## config.mk

```make
export PLATFORM = sky130hd
export DESIGN_NAME = pipe_ctrl
export DESIGN_NICKNAME = d
export VERILOG_FILES = /design/src/rtl/pipe_ctrl.sv
export SDC_FILE = /design/constraint.sdc
export NUM_CORES = 1
export LEC_CHECK = 0
export CAP_MARGIN = 20
export CORE_UTILIZATION = 38
export CTS_BUF_LIST = sky130_fd_sc_hd__clkbuf_4
export DETAILED_ROUTE_END_ITERATION = 8
export GPL_TIMING_DRIVEN = 0
export PLACE_DENSITY = 0.83
export SKIP_LAST_GASP = 1
export SYNTH_ARGS = -nofsm -noshare
export SYNTH_HDL_FRONTEND = slang
export SYNTH_SLANG_ARGS = --single-unit
```

## constraint.sdc

```tcl
create_clock -name aclk -period 2.2 [get_ports aclk]
set_input_delay 0.22 -clock aclk [delete_from_list [all_inputs] [get_ports aclk]]
set_output_delay 0.22 -clock aclk [all_outputs]
set_load 0.005 [all_outputs]
```

## src/rtl/pipe_ctrl.sv

```systemverilog
// pipe_ctrl: stall/flush scheduler with divider sequencing and wrong-path fetch discard
module pipe_ctrl #(
    parameter int PC_W    = 32,
    parameter int MAX_OUT = 2
) (
    input  logic            aclk,
    input  logic            areset,
    input  logic            id_valid,
    input  logic            id_load_use,
    input  logic            ex_valid,
    input  logic            ex_is_div,
    input  logic            div_done,
    input  logic            ex_br_taken,
    input  logic [PC_W-1:0] ex_br_target,
    input  logic            wb_valid,
    input  logic            wb_exc,
    input  logic            wb_ertn,
    input  logic [PC_W-1:0] exc_entry,
    input  logic [PC_W-1:0] era,
    input  logic            if_req_fire,
    input  logic            if_resp_fire,
    output logic            rg_if,
    output logic            rg_id,
    output logic            rg_ex,
    output logic            flush_if,
    output logic            flush_id,
    output logic            flush_ex,
    output logic            flush_mem,
    output logic            redirect_valid,
    output logic [PC_W-1:0] redirect_pc,
    output logic            div_start,
    output logic            div_cancel,
    output logic            if_resp_discard,
    output logic            if_req_block,
    output logic [31:0]     stall_cycles
);
    localparam int CW = $clog2(MAX_OUT + 1);
    localparam logic [CW-1:0] MAX_C = CW'(MAX_OUT);
    typedef enum logic {RUN, DIV_WAIT} state_t;
    state_t state_q, state_d;
    logic [CW-1:0] out_q, out_d, disc_q, disc_d;
    logic [31:0] stall_q, stall_d;
    logic e, b, div_hold;
    always_comb begin
        e               = ~areset & wb_valid & (wb_exc | wb_ertn);
        div_hold        = ~areset & (state_q == RUN) & ex_valid & ex_is_div & ~e;
        rg_if           = areset | (disc_q == '0);
        rg_id           = areset | ~(id_valid & id_load_use);
        rg_ex           = areset | ((state_q == DIV_WAIT) ? div_done : ~div_hold);
        b               = ~areset & ex_valid & ex_br_taken & rg_ex & ~e;
        flush_if        = areset | e | b;
        flush_id        = areset | e | b;
        flush_ex        = areset | e;
        flush_mem       = areset | e;
        redirect_valid  = e | b;
        redirect_pc     = e ? (wb_exc ? exc_entry : era) : ex_br_target;
        div_start       = div_hold;
        div_cancel      = ~areset & (state_q == DIV_WAIT) & e;
        if_resp_discard = ~areset & (disc_q != '0);
        if_req_block    = ~areset & (out_q == MAX_C);
        stall_cycles    = areset ? '0 : stall_q;
        out_d           = out_q + CW'(if_req_fire) - CW'(if_resp_fire);
        // everything still in flight after a redirect belongs to the old path
        disc_d          = (e | b) ? out_d : (if_resp_fire && disc_q != '0) ? disc_q - 1'b1 : disc_q;
        stall_d         = (~(rg_if & rg_id & rg_ex) && stall_q != '1) ? stall_q + 32'd1 : stall_q;
        state_d         = (state_q == DIV_WAIT) ? ((e | div_done) ? RUN : DIV_WAIT)
                                                : (div_hold ? DIV_WAIT : RUN);
    end
    always_ff @(posedge aclk) begin
        if (areset) begin
            state_q <= RUN;
            out_q   <= '0;
            disc_q  <= '0;
            stall_q <= '0;
        end else begin
            state_q <= state_d;
            out_q   <= out_d;
            disc_q  <= disc_d;
            stall_q <= stall_d;
        end
    end
    always_ff @(posedge aclk) begin
        if (!areset) begin
            assert (!(if_req_fire && !if_resp_fire && out_q == MAX_C));
            assert (!(if_resp_fire && !if_req_fire && out_q == '0));
        end
    end
endmodule

```

# ---- Word-level counts from Yosys, hierarchy flattened
# Index checks and enable logic that the tools add are counted.
dict set report classes {
  div 0
  muxes 9
  shifts 0
  mul 0
  eq_ne 2
  n_reduce_logical 5
  n_addsub 4
  n_bitwise 31
  magnitude_cmp 0
}
# cell count
set op_table {}
lappend op_table {{two-way mux 32 bit} 3}
lappend op_table {{adder 32 x 1 -> 32 bit, second input constant} 1}
lappend op_table {{!= test 32 bit, second input constant} 1}
lappend op_table {{AND 1 bit} 17}
lappend op_table {{bitwise OR 1 bit} 8}
lappend op_table {{inverter 1 bit} 6}
lappend op_table {{two-way mux 1 bit} 4}
lappend op_table {{two-way mux 2 bit} 2}
lappend op_table {{nonzero test 2 bit} 2}
lappend op_table {{adder 2 x 1 -> 2 bit} 1}
lappend op_table {{== test 2 bit, second input constant} 1}
lappend op_table {{logical AND 1 bit} 2}
lappend op_table {{logical NOT 2 bit} 1}
lappend op_table {{subtractor 2 x 1 -> 2 bit} 1}
lappend op_table {{subtractor 2 x 1 -> 2 bit, second input constant} 1}
dict set report totals {
  out_inout_bits 76
  n_memories 0
  word_cells 55
  reg_bits 37
  mem_bits_rw 0
  latch_bits 0
  rom_bits 0
}

# ---- Logic depth before layout (Yosys ltp)
dict set report depth {
  word_depth 12
  depth_mapped 8
}

# ---- Worst setup path before layout
# OpenSTA, ideal clock, no wires.
dict set report synth_path {
  kind {reg2reg}
  start {reg stall_q[0]}
  end {reg stall_q[17]}
  t_required_ns 2.079
  setup_time_ns 0.121
  slack_ns 0.135
  n_path_buf 2
  arrival_time_ns 1.944
  path_stages_with_launch 9
  path_cell_list {dfxtp_1 > ha_1 > nand4_1 > or2_1 > buf_2 > nor4_4 > buf_6 > nor3_2 > mux2_4}
}
dict set report synth_via {
  elab_chain_cells 2
  word_cells_on_any_way 3
}
# item line_no
set synth_rtl {}
lappend synth_rtl {{start, declared} 42} ;# logic [31:0] stall_q, stall_d;
lappend synth_rtl {{start signal, assigned} 79} ;# stall_q <= stall_d;
lappend synth_rtl {{parallel branches: the longest is 2 deep, another holds adder 32 x 1 -> 32 bit} --}
# Parallel ways; which one is timed is not known.
# A chain may end at the register's enable or synchronous reset.

# ---- Worst setup path after layout
dict set report layout_path {
  start {in wb_ertn}
  end {out flush_if}
}
dict set report layout_via {
  elab_chain_cells 10
  word_cells_on_any_way 11
}
# item line_no
set layout_rtl {}
lappend layout_rtl {{start, declared} 17} ;# input logic wb_ertn,
lappend layout_rtl {{bitwise OR 1 bit (*)} 45} ;# e = ~areset & wb_valid & (wb_exc | wb_ertn);
lappend layout_rtl {{AND 1 bit (*)} 45}
lappend layout_rtl {{inverter 1 bit} {46, 50}}
lappend layout_rtl {{AND 1 bit} 46} ;# div_hold = ~areset & (state_q == RUN) & ex_valid & ex_is_div & ~e;
lappend layout_rtl {{inverter 1 bit} 49} ;# rg_ex = areset | ((state_q == DIV_WAIT) ? div_done : ~div_hold);
lappend layout_rtl {{two-way mux 1 bit} 49}
lappend layout_rtl {{bitwise OR 1 bit} 49}
lappend layout_rtl {{AND 1 bit (2 in series)} 50} ;# b = ~areset & ex_valid & ex_br_taken & rg_ex & ~e;
lappend layout_rtl {{bitwise OR 1 bit (*)} 51} ;# flush_if = areset | e | b;
lappend layout_rtl {{end, declared} 25} ;# output logic flush_if,
# Every way passes the cells marked *; elsewhere a longest branch is shown, timed or not.

==> results.ini <==
[setup_path]
end_kind = output pin
cp.required_ns = 1.98
slowest_stage = clkdlybuf4s50_1
arrival_ns = 1.91
path_delay_family = buffers and inverters
critical_path_class = primary input to output pin
cp_max_fo = 7
timing.critical_path.buf_inv = 4
crit_path_start_kind = primary input
worstPathCellList = clkdlybuf4s50_1 -> or2_4 -> nand2_2 -> buf_8 -> o21ai_2 -> or2_2 -> buf_4 -> dlygate4sd2_1
critPathMaxStageDelay_ns = 0.40

[sta]
slew_viol_final = 0
fin_crit_sh = 0.969
clock.fmax_mhz = 469
hold_viol_final = 0
min_period_ns = 2.13
setup_tns_ns = 0
finalClockSkew_ns = 0.0174
rsz0062_at_grt = yes
max_slew_margin = 0.656
final-setup-viol-count = 0
tightest_slew_ns = 0.513

[global_route]
grt_pass1_wl_um = 18300
grt_pass1_vias = 3594
grt_usage = 0.283
grt_max_degree = 13
antenna_found_initial = 0
grt-ovfl-total = 0

[synthesis]
yosysWarnings = 0
syn_area_mm2 = 0.00295
synth.avg_cell_area_um2 = 7.61
synth_cell_types = 45
syn-num-nets = 501
yosysSeqAreaShare = 0.251
ys_async_sr_fraction = 0
synth-main-ff-cell = dfxtp_1
ys_ff_latch = 37
yosys-top-cells-area = dfxtp_1, mux2i_1, nor2b_1
syn_inst = 388
yosysTopAreaCell = dfxtp_1
synth_edf_count = 0
yosysTopAreaCellShare = 0.251

[placement]
portBuffers = 183
dpl-instance-area_mm2 = 0.00491
dpl.hpwl_um = 9120
gp_routability_congestion = 0.933
placed_cells_incl_taps = 670

[clock_network]
htreeDepth = 2
cts_made_buffers = 5
cts_tree = done
ctsHoldBuffers = 0
clock_path_buffers = 2
clock_latency_ns = 0.36
cts-root-buf = clkbuf_4
clk_pin_slew_worst_paths_ns = 0.12
cts.sinks = 37

[route]
drc_errors = 0
drt-wirelength-per-cell_um = 16.9
drtIter0Drc = 146
wirelength_um = 11600
dr.pass1.iters = 4
vias_per_cell = 5.19
vias = 3570
detail-route-antenna-nets = 0

[finish]
area_growth_syn_to_layout_pct = 76.6
layout.area.seq_um2 = 748
fin_area_mm2 = 0.00521
fin_nets = 701
final_layout_size_suffix_gt1_frac = 0.138
instances_no_fill = 688
num_antenna_cells = 0
multi_input_area_mm2 = 0.00208
fillers = 588

[power]
peakVddDrop_uv = 220
total_power_mw = 2.04
power_density_mw_per_mm2 = 391
p_leak_nw = 2.22

[floorplan]
fp.dieH_um = 90.1
num_rows = 31
die-area_mm2 = 0.00812
core-area_mm2 = 0.00737
io_pins = 185
fp.dieW_um = 90.1
start_util = 0.401

[min_path]
min_path_type = flop to flop

[run]
maxCapViolations = 0

[outcome]
outcome = complete, no violations

[area by class of cell]
cell class,count,share of cell area
Buffer,27,0.0394
Clock buffer,5,0.00720
Clock inverter,3,0.0125
Inverter,12,0.00864
Multi-Input combinational cell,312,0.399
Sequential cell,37,0.144
Tap cell,99,0.0238
Timing Repair Buffer,193,0.366
[final timing paths]
| kind | startpoint | endpoint | slack (ns) | cells past startpoint |
|---|---|---|---|---|
| hold reg to reg | stall_q[9] | stall_q[9] | 0.54 | 2 |
| hold / removal | stall_q[9] | stall_q[9] | 0.54 | 2 |
| setup reg to reg | stall_q[0] | stall_q[13] | 0.09 | 8 |
| setup / recovery | wb_ertn | flush_if | 0.07 | 8 |
[cells in the mapped netlist, types with 3 or more instances]
master / count
ha_1: 4
clkbuf_1: 16
or2_2: 4
nor2_1: 33
o21ai_0: 39
buf_1: 5
inv_1: 12
or3_1: 5
mux2_1: 6
nor3_1: 11
and4_1: 3
nor2b_1: 32
a21oi_1: 10
mux2i_1: 33
nor4_1: 9
buf_4: 3
nand4_1: 7
dfxtp_1: 37
nand2b_1: 3
or4_1: 3
nand3_1: 14
mux2_2: 15
nand2_1: 46
nor3_2: 4
o31ai_1: 4
[power breakdown]
group	switching [mW]	internal (mW)
clock	0.254	0.352
combinational	0.298	0.416
sequential	0.0195	0.699
[stage by stage]
stage	hold WS (ns)	util	setup slack, ns
after floorplan	0.449	-	0.135
after global placement	0.504	0.666	-1.05
after detailed placement	0.512	0.666	-1.07
after CTS	0.529	0.693	-0.0926
after global routing	0.575	0.707	-0.0790
final	0.540	0.707	0.0687
[state kept, by name, indices dropped and copies added (netlist names)]
register / count
out_q: 2
state_q: 1
stall_q: 32
disc_q: 2
[worst min-delay path, cell delays in order, from the launching register on]
cell,delay [ns]
dfxtp_2,0.37
o21ai_0,0.08
a21oi_1,0.06
[routing by layer]
layer  routed length [um]  track usage  up-vias
li1                     -            -     1766
met3                  917       0.0863       16
met1                 4800        0.340     1651
met4                  187       0.0712        0
met5                    0            0        -
met2                 5700        0.489      137
[cells in the final DEF (no fill, tap or decap), types with 5 or more instances in the layout]
master / netlist / routed
or3_1: 5 / 5
dlymetal6s2s_1: 0 / 9
dlygate4sd2_1: 0 / 27
inv_1: 12 / 12
clkbuf_1: 16 / 6
mux2_2: 15 / 15
nand2_1: 46 / 45
o21ai_1: 1 / 5
clkbuf_4: 0 / 8
mux2_1: 6 / 6
nand3_1: 14 / 14
a21oi_1: 10 / 10
o21ai_0: 39 / 34
nor4_1: 9 / 8
dfxtp_1: 37 / 33
mux2i_1: 33 / 33
nor2_1: 33 / 32
nor3_1: 11 / 11
clkdlybuf4s50_1: 0 / 147
nand4_1: 7 / 7
nor2b_1: 32 / 31
buf_4: 3 / 14
[cell families after synthesis]
| group | after synthesis | synth area share |
|---|---|---|
| fa+ha+maj | 4 | 0.0170 |
| simple gates | 188 | 0.348 |
| buf+inv | 39 | 0.0589 |
| flops | 37 | 0.251 |
| compound gates | 61 | 0.114 |
| xor+xnor | 3 | 0.00890 |
| mux | 56 | 0.202 |
[timing repair]
action                                  CTS  global route
setup buffers                             5             4
endpoints found under the hold margin     0             0
resized for setup                        64            27
cloned                                    1             0
endpoints found under the setup margin   83            43
pin swaps                                 4             3
No activity file was read; power rests on OpenSTA's default activity.
